===== config.mk =====
export PLATFORM = sky130hd
export DESIGN_NAME = pit_cmd_ctrl
export DESIGN_NICKNAME = d
export VERILOG_FILES = /design/src/rtl/pit_pkg.sv /design/src/rtl/pit_irq_track.sv /design/src/rtl/pit_cmd_ctrl.sv
export SDC_FILE = /design/constraint.sdc
export NUM_CORES = 1
export LEC_CHECK = 0
export BUFFER_PORTS_ARGS = -buffer_cell sky130_fd_sc_hd__buf_4
export CELL_PAD_IN_SITES_DETAIL_PLACEMENT = 0
export CELL_PAD_IN_SITES_GLOBAL_PLACEMENT = 2
export CORE_ASPECT_RATIO = 1.5
export CORE_MARGIN = 2
export CORE_UTILIZATION = 29
export CTS_BUF_LIST = sky130_fd_sc_hd__clkbuf_2
export CTS_CLUSTER_DIAMETER = 100
export DETAILED_ROUTE_END_ITERATION = 16
export GPL_ROUTABILITY_DRIVEN = 1
export MAX_ROUTING_LAYER = met4
export PLACE_DENSITY = 0.77
export SYNTH_ARGS = -nofsm -noshare
export SYNTH_HDL_FRONTEND = slang
export SYNTH_SLANG_ARGS = --single-unit

===== constraint.sdc =====
create_clock -name clk -period 1.51 [get_ports clk]
set_input_delay 0.2265 -clock clk [delete_from_list [all_inputs] [get_ports clk]]
set_output_delay 0.2265 -clock clk [all_outputs]
set_load 0.05 [all_outputs]

===== src/rtl/pit_pkg.sv =====
// pit_pkg -- shared definitions for the PIT command controller.
// Holds the command opcode encodings, the command FSM state encoding and
// the compare value the timer is loaded with out of reset.
package pit_pkg;

  // Top two bits of a command byte select the operation.
  typedef enum logic [1:0] {
    OP_NOP   = 2'b00,
    OP_LOAD  = 2'b01,
    OP_CLEAR = 2'b10,
    OP_FLAGS = 2'b11
  } pit_op_e;

  // Command FSM: a LOAD walks through the two data bytes and a one-cycle
  // commit; everything else finishes in IDLE.
  typedef enum logic [1:0] {
    IDLE     = 2'b00,
    GET_HIGH = 2'b01,
    GET_LOW  = 2'b10,
    COMMIT   = 2'b11
  } pit_state_e;

  localparam logic [15:0] PIT_RESET_COUNT = 16'd10;

endpackage


===== src/rtl/pit_irq_track.sv =====
// pit_irq_track -- timer interrupt bookkeeping.
// Detects rising edges of the timer interrupt line, keeps a sticky pending
// flag, a sticky overrun flag (edge while already pending) and a saturating
// count of edges seen.
// Ports:
//   clk, reset          clock and synchronous active-high reset
//   pit_interrupting    raw timer interrupt level (may be several cycles wide)
//   irq_ack             clears irq and irq_overrun
//   clear_all           clears irq, irq_overrun and irq_count
//   irq, irq_overrun    sticky flags
//   irq_count           saturating edge counter, COUNT_W bits
module pit_irq_track
  import pit_pkg::*;
#(
  parameter int COUNT_W = 8
) (
  input  logic               clk,
  input  logic               reset,
  input  logic               pit_interrupting,
  input  logic               irq_ack,
  input  logic               clear_all,
  output logic               irq,
  output logic               irq_overrun,
  output logic [COUNT_W-1:0] irq_count
);

  localparam logic [COUNT_W-1:0] COUNT_MAX = '1;
  localparam logic [COUNT_W-1:0] COUNT_ONE = COUNT_W'(1);

  logic prev_int;
  logic rise;
  logic clear_flags;

  assign rise        = pit_interrupting & ~prev_int;
  assign clear_flags = irq_ack | clear_all;

  // A new edge always beats a clear arriving in the same cycle, so the
  // clear paths load the edge value rather than plain zero.
  always_ff @(posedge clk) begin
    if (reset) begin
      prev_int    <= 1'b0;
      irq         <= 1'b0;
      irq_overrun <= 1'b0;
      irq_count   <= '0;
    end else begin
      prev_int <= pit_interrupting;
      if (clear_flags) begin
        irq         <= rise;
        irq_overrun <= 1'b0;
      end else begin
        irq         <= irq | rise;
        irq_overrun <= irq_overrun | (rise & irq);
      end
      if (clear_all) begin
        irq_count <= rise ? COUNT_ONE : '0;
      end else if (rise && (irq_count != COUNT_MAX)) begin
        irq_count <= irq_count + 1'b1;
      end
    end
  end

endmodule


===== src/rtl/pit_cmd_ctrl.sv =====
// pit_cmd_ctrl -- byte-stream command decoder for a programmable timer.
// Commands: NOP, LOAD (two data bytes, high then low, then a one-cycle
// commit pulse on pit_write_enable), CLEAR (interrupt bookkeeping) and
// FLAGS (repeating / divider mode bits only).
// Ports:
//   clk, reset                         clock and synchronous active-high reset
//   cmd_valid, cmd_data, cmd_ready     command byte stream (valid/ready)
//   pit_write_enable                   high for the single commit cycle
//   pit_counter_high, pit_counter_low  registered compare value
//   pit_repeating, pit_divider_on      registered mode flags
//   pit_interrupting                   timer interrupt input
//   irq, irq_ack, irq_overrun          sticky interrupt status and its clear
//   irq_count                          saturating interrupt edge count
module pit_cmd_ctrl
  import pit_pkg::*;
#(
  parameter int          COUNT_W     = 8,
  parameter logic [15:0] RESET_COUNT = PIT_RESET_COUNT
) (
  input  logic               clk,
  input  logic               reset,
  input  logic               cmd_valid,
  input  logic [7:0]         cmd_data,
  output logic               cmd_ready,
  output logic               pit_write_enable,
  output logic [7:0]         pit_counter_high,
  output logic [7:0]         pit_counter_low,
  output logic               pit_repeating,
  output logic               pit_divider_on,
  input  logic               pit_interrupting,
  output logic               irq,
  input  logic               irq_ack,
  output logic               irq_overrun,
  output logic [COUNT_W-1:0] irq_count
);

  pit_state_e state, next_state;
  pit_op_e    op;
  logic       accept;
  logic       clear_cmd;
  logic [7:0] staged_high;
  logic       staged_r;
  logic       staged_d;

  assign op     = pit_op_e'(cmd_data[7:6]);
  assign accept = cmd_valid & cmd_ready;

  // Next-state and handshake decode. Ready and write-enable are gated by
  // reset so nothing can be accepted or committed while reset is held.
  always_comb begin
    next_state       = state;
    cmd_ready        = 1'b0;
    pit_write_enable = 1'b0;
    clear_cmd        = 1'b0;
    case (state)
      IDLE: begin
        cmd_ready = ~reset;
        if (accept) begin
          case (op)
            OP_LOAD:  next_state = GET_HIGH;
            OP_CLEAR: clear_cmd  = 1'b1;
            default:  next_state = IDLE;
          endcase
        end
      end
      GET_HIGH: begin
        cmd_ready = ~reset;
        if (accept) next_state = GET_LOW;
      end
      GET_LOW: begin
        cmd_ready = ~reset;
        if (accept) next_state = COMMIT;
      end
      COMMIT: begin
        pit_write_enable = ~reset;
        next_state       = IDLE;
      end
      default: next_state = IDLE;
    endcase
  end

  // State, staging and timer output registers. The pit outputs are loaded
  // on the edge that accepts the low byte, so the new values are already on
  // the outputs during the COMMIT cycle that pulses pit_write_enable.
  always_ff @(posedge clk) begin
    if (reset) begin
      state            <= IDLE;
      staged_high      <= 8'h00;
      staged_r         <= 1'b0;
      staged_d         <= 1'b0;
      pit_counter_high <= RESET_COUNT[15:8];
      pit_counter_low  <= RESET_COUNT[7:0];
      pit_repeating    <= 1'b1;
      pit_divider_on   <= 1'b0;
    end else begin
      state <= next_state;
      if (accept) begin
        case (state)
          IDLE: begin
            if (op == OP_LOAD) begin
              staged_r <= cmd_data[0];
              staged_d <= cmd_data[1];
            end else if (op == OP_FLAGS) begin
              pit_repeating  <= cmd_data[0];
              pit_divider_on <= cmd_data[1];
            end
          end
          GET_HIGH: staged_high <= cmd_data;
          GET_LOW: begin
            pit_counter_high <= staged_high;
            pit_counter_low  <= cmd_data;
            pit_repeating    <= staged_r;
            pit_divider_on   <= staged_d;
          end
          default: ;
        endcase
      end
    end
  end

  pit_irq_track #(
    .COUNT_W (COUNT_W)
  ) u_irq_track (
    .clk              (clk),
    .reset            (reset),
    .pit_interrupting (pit_interrupting),
    .irq_ack          (irq_ack),
    .clear_all        (clear_cmd),
    .irq              (irq),
    .irq_overrun      (irq_overrun),
    .irq_count        (irq_count)
  );

endmodule


# == Word-level counts from Yosys, hierarchy flattened ==
# Index checks and enable logic that the tools add are counted.
# word_totals
out_inout_bits,30
ff_bits,41
wordCells,65
# classes
n_reduce_logical,11
n_eq_ne,13
n_addsub,1
bitwise_logic,8
muxes,20
# op_table
operator,count
8-bit 2-to-1 mux,2
2-bit inequality test (second input constant),6
1-bit 2-to-1 mux,11
8-bit by 1-bit adder with 8-bit output (second input constant),1
2-bit equality test (second input constant),4
8-bit inequality test (second input constant),1
2-bit case mux with 4 select lines,1
4-bit AND reduction,2
2-bit 2-to-1 mux,3
2-bit by 1-bit equality test with 1-bit output (second input constant),2
1-bit case mux with 2 select lines,2
2-bit case mux with 2 select lines,1
2-bit AND reduction,2
2-bit nonzero test,2
1-bit bitwise AND,3
1-bit OR,3
3-bit AND reduction,1
3-bit OR reduction,1
2-bit zero test,1
1-bit inverter,2
2-bit OR reduction,1
1-bit logical AND,1

# == Longest topological paths before layout ==
# Gate-level depths: netlist (run 1).
# logic_depth
word_depth,8
mapped_depth,7

# == Modules after synthesis ==
# Synthesis (run 1) repeated with hierarchy kept, for this count alone.
# unflattened
cells_unflattened,203
hier_area_um2,1848.0
# modules_own_cells
module,n_inst,area_per_inst_um2,seq_area_each_um2,cells_per_inst
pit_cmd_ctrl,1,1358.8,600.6,150
pit_irq_track,1,489.2,220.2,53

# == Worst setup path before layout (run 1) ==
# Ideal clock, no wire load.
# synth_path
path_kind,flip-flop to flip-flop
from,register u_irq_track.irq_count[0]
to,register u_irq_track.irq_count[1]
arrival_ns,1.577
stages_incl_launch_ff,6
path_slack_ns,-0.188
t_required_ns,1.389
path_cell_list,dfxtp_1 -> ha_1 -> nand3_1 -> o21ai_2 -> mux2i_1 -> nor2_1
# synth_between
elab_chain_len,3
# synth_rtl
element,line,rtl
"start, declared",pit_irq_track.sv:24,output logic [COUNT_W-1:0] irq_count
"start signal, assigned",pit_irq_track.sv:55,irq_count <= rise ? COUNT_ONE : '0;
"start signal, assigned",pit_irq_track.sv:57,irq_count <= irq_count + 1'b1;
8-bit by 1-bit adder with 8-bit output / 8-bit inequality test (equally long branches),"pit_irq_track.sv:57, pit_irq_track.sv:56",
8-bit 2-to-1 mux / 1-bit logical AND (equally long branches),pit_irq_track.sv:56,end else if (rise && (irq_count != COUNT_MAX)) begin
8-bit 2-to-1 mux / 2-bit nonzero test (equally long branches),--,
# Parallel ways exist; a longest one is shown, timed or not. The select of a mux whose other input is x is not followed.
# A chain may end at the register's enable or synchronous reset.

# == Worst setup path after layout (run 1) ==
# layout_path
from,register state[0]
to,output pit_write_enable
# layout_between
elab_chain_len,2
# layout_rtl
element,line,rtl
"start, declared",pit_cmd_ctrl.sv:37,"pit_state_e state, next_state;"
"start signal, assigned",pit_cmd_ctrl.sv:96,state <= next_state;
2-bit equality test,pit_cmd_ctrl.sv:55,case (state)
1-bit 2-to-1 mux,pit_cmd_ctrl.sv:55,
"end, declared",pit_cmd_ctrl.sv:25,"output logic pit_write_enable,"
# Every way passes these cells.

==> qor.csv, run 1 <==
metric,value,unit
portBuffers,42,
ys_warn_count,0,
switching_share,0.281,
synth_top_area_frac,0.469,
die_y,99.1,um
ios,43,
timing.hold.ws,0.0510,ns
place_inst,325,
p_total,0.00221,W
max_slew_margin,0.806,
synth_compound_area_frac,0.139,
fin_crit_sh,1.03,
syn_nets,223,
crit-reg2reg-capture,pit_repeating,
synthTopCellsByArea,"dfxtp_1 (47%), nand2_1 (12%), a21oi_1 (7.2%), ha_1 (4.3%), mux2i_1 (3.4%)",
grt_pass1_wl,6.87,mm
layout_setup_ws,-0.0454,ns
min_period,1.56,ns
avgRoutedWirePerCell,12.7,um
synth_enable_flop_cells,0,
drt.antenna.violating_nets,0,
grt_overflow,0,
yosysSeqAreaShare,0.469,
internal_power,0.00158,W
status,finished with violations,
drtIter0Drc,37,
startpoint_type,register,
cellPowerDensity,872,nW/um^2
place_ws,-0.0753,ns
hold_viol,0,
r2r_start,state[0],
ir_worst_vdd,0.447,mV
viasPerCell,4.63,
path_common_cell,buf_6,
root_buffer,clkbuf_2,
tritoncts.num_buffers,5,
multi_input_area,988,um^2
h-tree-depth,2,
clk_latency,0.39,ns
arrival,1.33,ns
worstSetupStartpoint,state[0],
p_switching,0.000620,W
synthAdderAreaFrac,0.0429,
seqPwrFrac,0.519,
routed_wirelength,4.30,mm
antenna_found_initial,0,
synth_top_family_by_area,simple AND/OR/NAND/NOR gates,
synth-seq-cells,41,
leakagePower,1.04,nW
syn2layout_area_growth,44.5,%
pwr-share-clk,0.292,
num_antenna_cells,0,
combinationalPowerShare,0.189,
path_cells,ha_4 > buf_6 > nor2b_4 > buf_6,
critPathKind,register to output port,
vias,1564,
synth_simple_gate_area_frac,0.251,
most-common-layout-cells,"buf_4 (53), nand2_1 (45), dfxtp_1 (32)",
dieWidth,67.4,um
grt_max_degree,22,
hold_class,primary input to register,
cp_num_cells,4,
worstSetupEndpoint,pit_write_enable,
cpPeakStageDelay,0.41,ns
route.detailed.drc,0,
cts.sinks,41,
fillerInstances,617,
yosysTopAreaCell,dfxtp_1,
seqCellArea,837,um^2
synthFlopType,dfxtp_1,
netlist_area,1750,um^2
place_hpwl,3.08,mm
grtUsageTotal,0.137,
final_nets,284,
coreArea,5830,um^2
rsz0062_at_grt,yes,
clockBufferDepth,2,
async_reset_ff_frac,0,
syn_inst,204,
grt_pass1_vias,1473,
initial_core_util,0.300,
reg2reg_slack,0.02,ns
clock_skew,0.0206,ns
cp-end-kind,output port,
crit_family,flip-flops,
cp.required,1.28,ns
drt_first_pass_iters,4,
dieArea,6680,um^2
final_common_cell,buf_4,
path_max_fanout,3,
clk_pin_slew,0.21,ns
violations,setup timing,
fmax,643,MHz
setup_viol_count_final,2,
layout.cells.non_filler,338,
r2r_cells,5,
synth-xor-area-share,0.0100,
drv_slew,0,
synth_cell_type_count,36,
gp_congestion,0.797,
synthMuxAreaShare,0.0408,
cts_tree,yes,
drive_above_1_share,0.429,
worst_pin_slew,0.291,ns
row_count,34,
crit_slowest_cell,dfxtp_4,
avgSynthCellArea,8.57,um^2
path_buf_inv,2,
cap_viol_max_count,0,
-- sequential cells by signal, indices dropped and copies added, names as in the netlist --
register / count
state: 2
staged_high: 8
pit_counter_high: 8
staged_d: 1
u_irq_track.prev_int: 1
staged_r: 1
u_irq_track.irq: 1
u_irq_track.irq_count: 8
pit_counter_low: 8
pit_repeating: 1
u_irq_track.irq_overrun: 1
pit_divider_on: 1
-- metal layers --
metal	track usage	part of all wire	vias to the layer above
li1	-	-	806
met1	0.159	0.42	726
met2	0.228	0.53	26
met3	0.0238	0.032	6
met4	0.0565	0.018	0
met5	-	0	-
-- power by group through the flow --
stage / clock network [W] / registers [W] / logic, W
floorplan: 0 / 0.00120 / 0.000181
global placement: 0 / 0.00116 / 0.000361
detailed placement: 0 / 0.00116 / 0.000365
CTS: 0.000679 / 0.00114 / 0.000378
global route: 0.000720 / 0.00115 / 0.000457
finish: 0.000644 / 0.00115 / 0.000416
-- Yosys cell counts (3+ instances only) --
master	count
nand2_1	55
dfxtp_1	41
a21oi_1	25
nor2_1	9
nand3_1	7
ha_1	6
mux2i_1	6
inv_1	5
nor2b_1	4
o21ai_0	4
a211oi_1	3
a21oi_2	3
and3_1	3
clkbuf_1	3
or3_1	3
-- how the worst min path moves through the flow --
stage,depth (start not counted),start,to,slack (ns)
after CTS,3,cmd_data[2],pit_counter_low[2],0.02
final,2,reset,pit_counter_low[0],0.05
after floorplan,1,irq_ack,u_irq_track.irq_overrun,0.31
after global routing,2,reset,pit_counter_low[0],0.008
after global placement,2,irq_ack,u_irq_track.irq_overrun,0.40
after detailed placement,2,irq_ack,u_irq_track.irq_overrun,0.41
-- cell type report --
class | instances | share of cell area
Multi-Input combinational cell | 150 | 0.391
Sequential cell | 41 | 0.331
Timing Repair Buffer | 62 | 0.209
Tap cell | 72 | 0.0356
Clock inverter | 2 | 0.0134
Clock buffer | 6 | 0.0119
Inverter | 5 | 0.00743
-- cells by family (layout without fill, tap and decap cells) --
family,after synthesis,count (layout)
buffers and inverters,13,75
multiplexers,7,7
adder cells (fa/ha/maj),6,6
flip-flops,41,41
AND/OR/NAND/NOR,94,94
AO/OA/AOI/OAI,41,41
XOR/XNOR,2,2
-- metrics by stage --
| step | setup TNS [ns] | instance area (um^2) | util |
|---|---|---|---|
| after floorplan | 0 | 1760 | - |
| after global placement | -0.226 | 2240 | 0.384 |
| after detailed placement | -0.627 | 2240 | 0.384 |
| after CTS | -0.166 | 2360 | 0.404 |
| after global routing | -0.334 | 2530 | 0.434 |
| final | -0.0496 | 2530 | 0.434 |
-- what timing repair did --
item	4_1_cts	5_1_grt
setup buffers	0	3
hold buffers	1	0
hold endpoints to repair	1	0
gates resized for setup	13	34
pin swaps	1	14
setup endpoints to repair	17	40
cloned	0	1
No activity file was read; power rests on OpenSTA's default activity.
==> run 2: changes to the inputs <==
--- a/config.mk
+++ b/config.mk
@@ -8,7 +8,6 @@
 export BUFFER_PORTS_ARGS = -buffer_cell sky130_fd_sc_hd__buf_4
 export CELL_PAD_IN_SITES_DETAIL_PLACEMENT = 0
 export CELL_PAD_IN_SITES_GLOBAL_PLACEMENT = 2
-export CORE_ASPECT_RATIO = 1.5
 export CORE_MARGIN = 2
 export CORE_UTILIZATION = 29
 export CTS_BUF_LIST = sky130_fd_sc_hd__clkbuf_2
==> constraint.sdc (replaced) <==
create_clock -name clk -period 1.38 [get_ports clk]
set_input_delay 0.207 -clock clk [delete_from_list [all_inputs] [get_ports clk]]
set_output_delay 0.207 -clock clk [all_outputs]
set_load 0.05 [all_outputs]
==> qor.csv, run 2 (synthesized netlist as in run 1, its figures left out) <==
metric,value,unit,change
max_slew_margin,0.812,,+0.00604
initial_core_util,0.297,,-0.00293
final_common_cell,buf_4,,
hold_viol,0,,unchanged
internal_power,0.00181,W,+14%
r2r_start,state[0],,
arrival,1.33,ns,about the same
grtUsageTotal,0.143,,+0.00600
grt_pass1_wl,7.25,mm,+5.4%
rsz0062_at_grt,yes,,
cp.required,1.17,ns,-0.11 ns
h-tree-depth,2,,unchanged
clock_skew,0.00888,ns,-0.0118 ns
worstSetupStartpoint,state[0],,
critPathKind,register to output port,,
cellPowerDensity,913,nW/um^2,+4.7%
final_nets,298,,+4.9%
setup_tns,-1.00,ns,-0.954 ns
row_count,28,,-18%
reg2reg_slack,-0.10,ns,-0.12 ns
violations,setup timing,,
tritoncts.num_buffers,5,,unchanged
clk_latency,0.38,ns,about the same
cts_tree,yes,,
place_hpwl,3.07,mm,-0.53%
drtIter0Drc,43,,+16%
syn2layout_area_growth,58.0,%,
cap_viol_max_count,0,,unchanged
coreArea,5890,um^2,+0.99%
die_y,81.7,um,-18%
hold_class,primary input to register,,
clockBufferDepth,2,,unchanged
post-route-util,0.470,,+0.0359
placed_area,2290,um^2,+2.3%
root_buffer,clkbuf_2,,
r2r_cells,6,,+1
viasPerCell,4.54,,-1.8%
gp_congestion,0.784,,-1.7%
grt_max_degree,21,,-4.5%
pwr-share-clk,0.275,,-0.017
routed_wirelength,4.41,mm,+2.6%
leakagePower,1.12,nW,+7.7%
setup_viol_count_final,21,,+19
route.detailed.drc,0,,unchanged
combinationalPowerShare,0.229,,+0.040
seqPwrFrac,0.496,,-0.023
dieArea,6670,um^2,-0.19%
fin_crit_sh,1.12,,
min_period,1.54,ns,
most-common-layout-cells,"buf_4 (59), nand2_1 (43), dfxtp_1 (31)",,
ir_worst_vdd,0.416,mV,-7.0%
worstSetupEndpoint,pit_write_enable,,
antenna_found_initial,0,,unchanged
drv_slew,0,,unchanged
vias,1613,,+3.1%
status,finished with violations,,
portBuffers,42,,unchanged
layout_setup_ws,-0.160,ns,-0.114 ns
p_switching,0.000718,W,+16%
num_antenna_cells,0,,unchanged
avgRoutedWirePerCell,12.4,um,-2.4%
switching_share,0.284,,+0.00309
drt.antenna.violating_nets,0,,unchanged
design_area,2760,um^2,+9.4%
crit-reg2reg-capture,pit_divider_on,,
drive_above_1_share,0.489,,+0.0607
grt_overflow,0,,unchanged
path_max_fanout,3,,unchanged
cts.sinks,41,,unchanged
clk_pin_slew,0.20,ns,about the same
dieWidth,81.7,um,+21%
grt_pass1_vias,1561,,+6.0%
fillerInstances,612,,-0.81%
ios,43,,unchanged
cp-end-kind,output port,,
drt_first_pass_iters,4,,unchanged
fmax,649,MHz,
startpoint_type,register,,
worst_pin_slew,0.282,ns,-0.00933 ns
timing.hold.ws,0.0454,ns,-0.00554 ns
==> run 2: routing by layer <==
layer	vias up	part of all wire	track usage
li1	842	-	-
met1	738	0.48	0.185
met2	28	0.47	0.225
met3	5	0.044	0.0286
met4	0	0.013	0.0450
met5	-	0	-
==> run 2: power groups by stage <==
stage / Clock (W) / Sequential (W) / Combinational [W]
detailed placement: 0 / 0.00127 / 0.000406
finish: 0.000694 / 0.00125 / 0.000577
floorplan: 0 / 0.00132 / 0.000200
global route: 0.000766 / 0.00126 / 0.000625
global placement: 0 / 0.00127 / 0.000405
CTS: 0.000724 / 0.00125 / 0.000523
==> run 2: how the worst min path moves through the flow <==
stage	to	slack, ns	start	depth (start not counted)
floorplan	u_irq_track.irq_overrun	0.29	irq_ack	1
global placement	u_irq_track.irq_overrun	0.38	irq_ack	2
detailed placement	u_irq_track.irq_overrun	0.39	irq_ack	2
CTS	pit_counter_low[3]	0.003	cmd_data[3]	3
global route	pit_counter_low[7]	0.03	cmd_data[7]	3
finish	u_irq_track.prev_int	0.05	pit_interrupting	2
==> run 2: layout make-up <==
| class | count | area (um^2) | share of cell area |
|---|---|---|---|
| Multi-Input combinational cell | 150 | 1100 | 0.399 |
| Sequential cell | 41 | 843 | 0.305 |
| Timing Repair Buffer | 76 | 636 | 0.230 |
| Tap cell | 75 | 93.8 | 0.0340 |
| Clock inverter | 2 | 33.8 | 0.0122 |
| Clock buffer | 6 | 30.0 | 0.0109 |
| Inverter | 5 | 23.8 | 0.00860 |
==> run 2: repair_timing <==
item / in CTS / in global routing
setup endpoints to repair: 42 / 40
hold endpoints to repair: 1 / 1
pin swaps: 13 / 17
gates resized for setup: 43 / 33
cloned: 2 / 0
hold buffers: 1 / 1
buffers inserted: 5 / 4
==> run 2: through the flow <==
step	cells	total power [W]	setup WS [ns]
after floorplan	204	0.00152	-0.0299
after global placement	334	0.00168	-0.138
after detailed placement	334	0.00168	-0.177
after CTS	350	0.00250	-0.187
after global routing	355	0.00265	-0.232
final	355	0.00252	-0.160
==> run 2: worst max-delay path, cell delays in order (launching register included) <==
cell	delay, ns
dfxtp_4	0.40
ha_4	0.17
buf_6	0.12
nor2b_4	0.11
buf_6	0.15
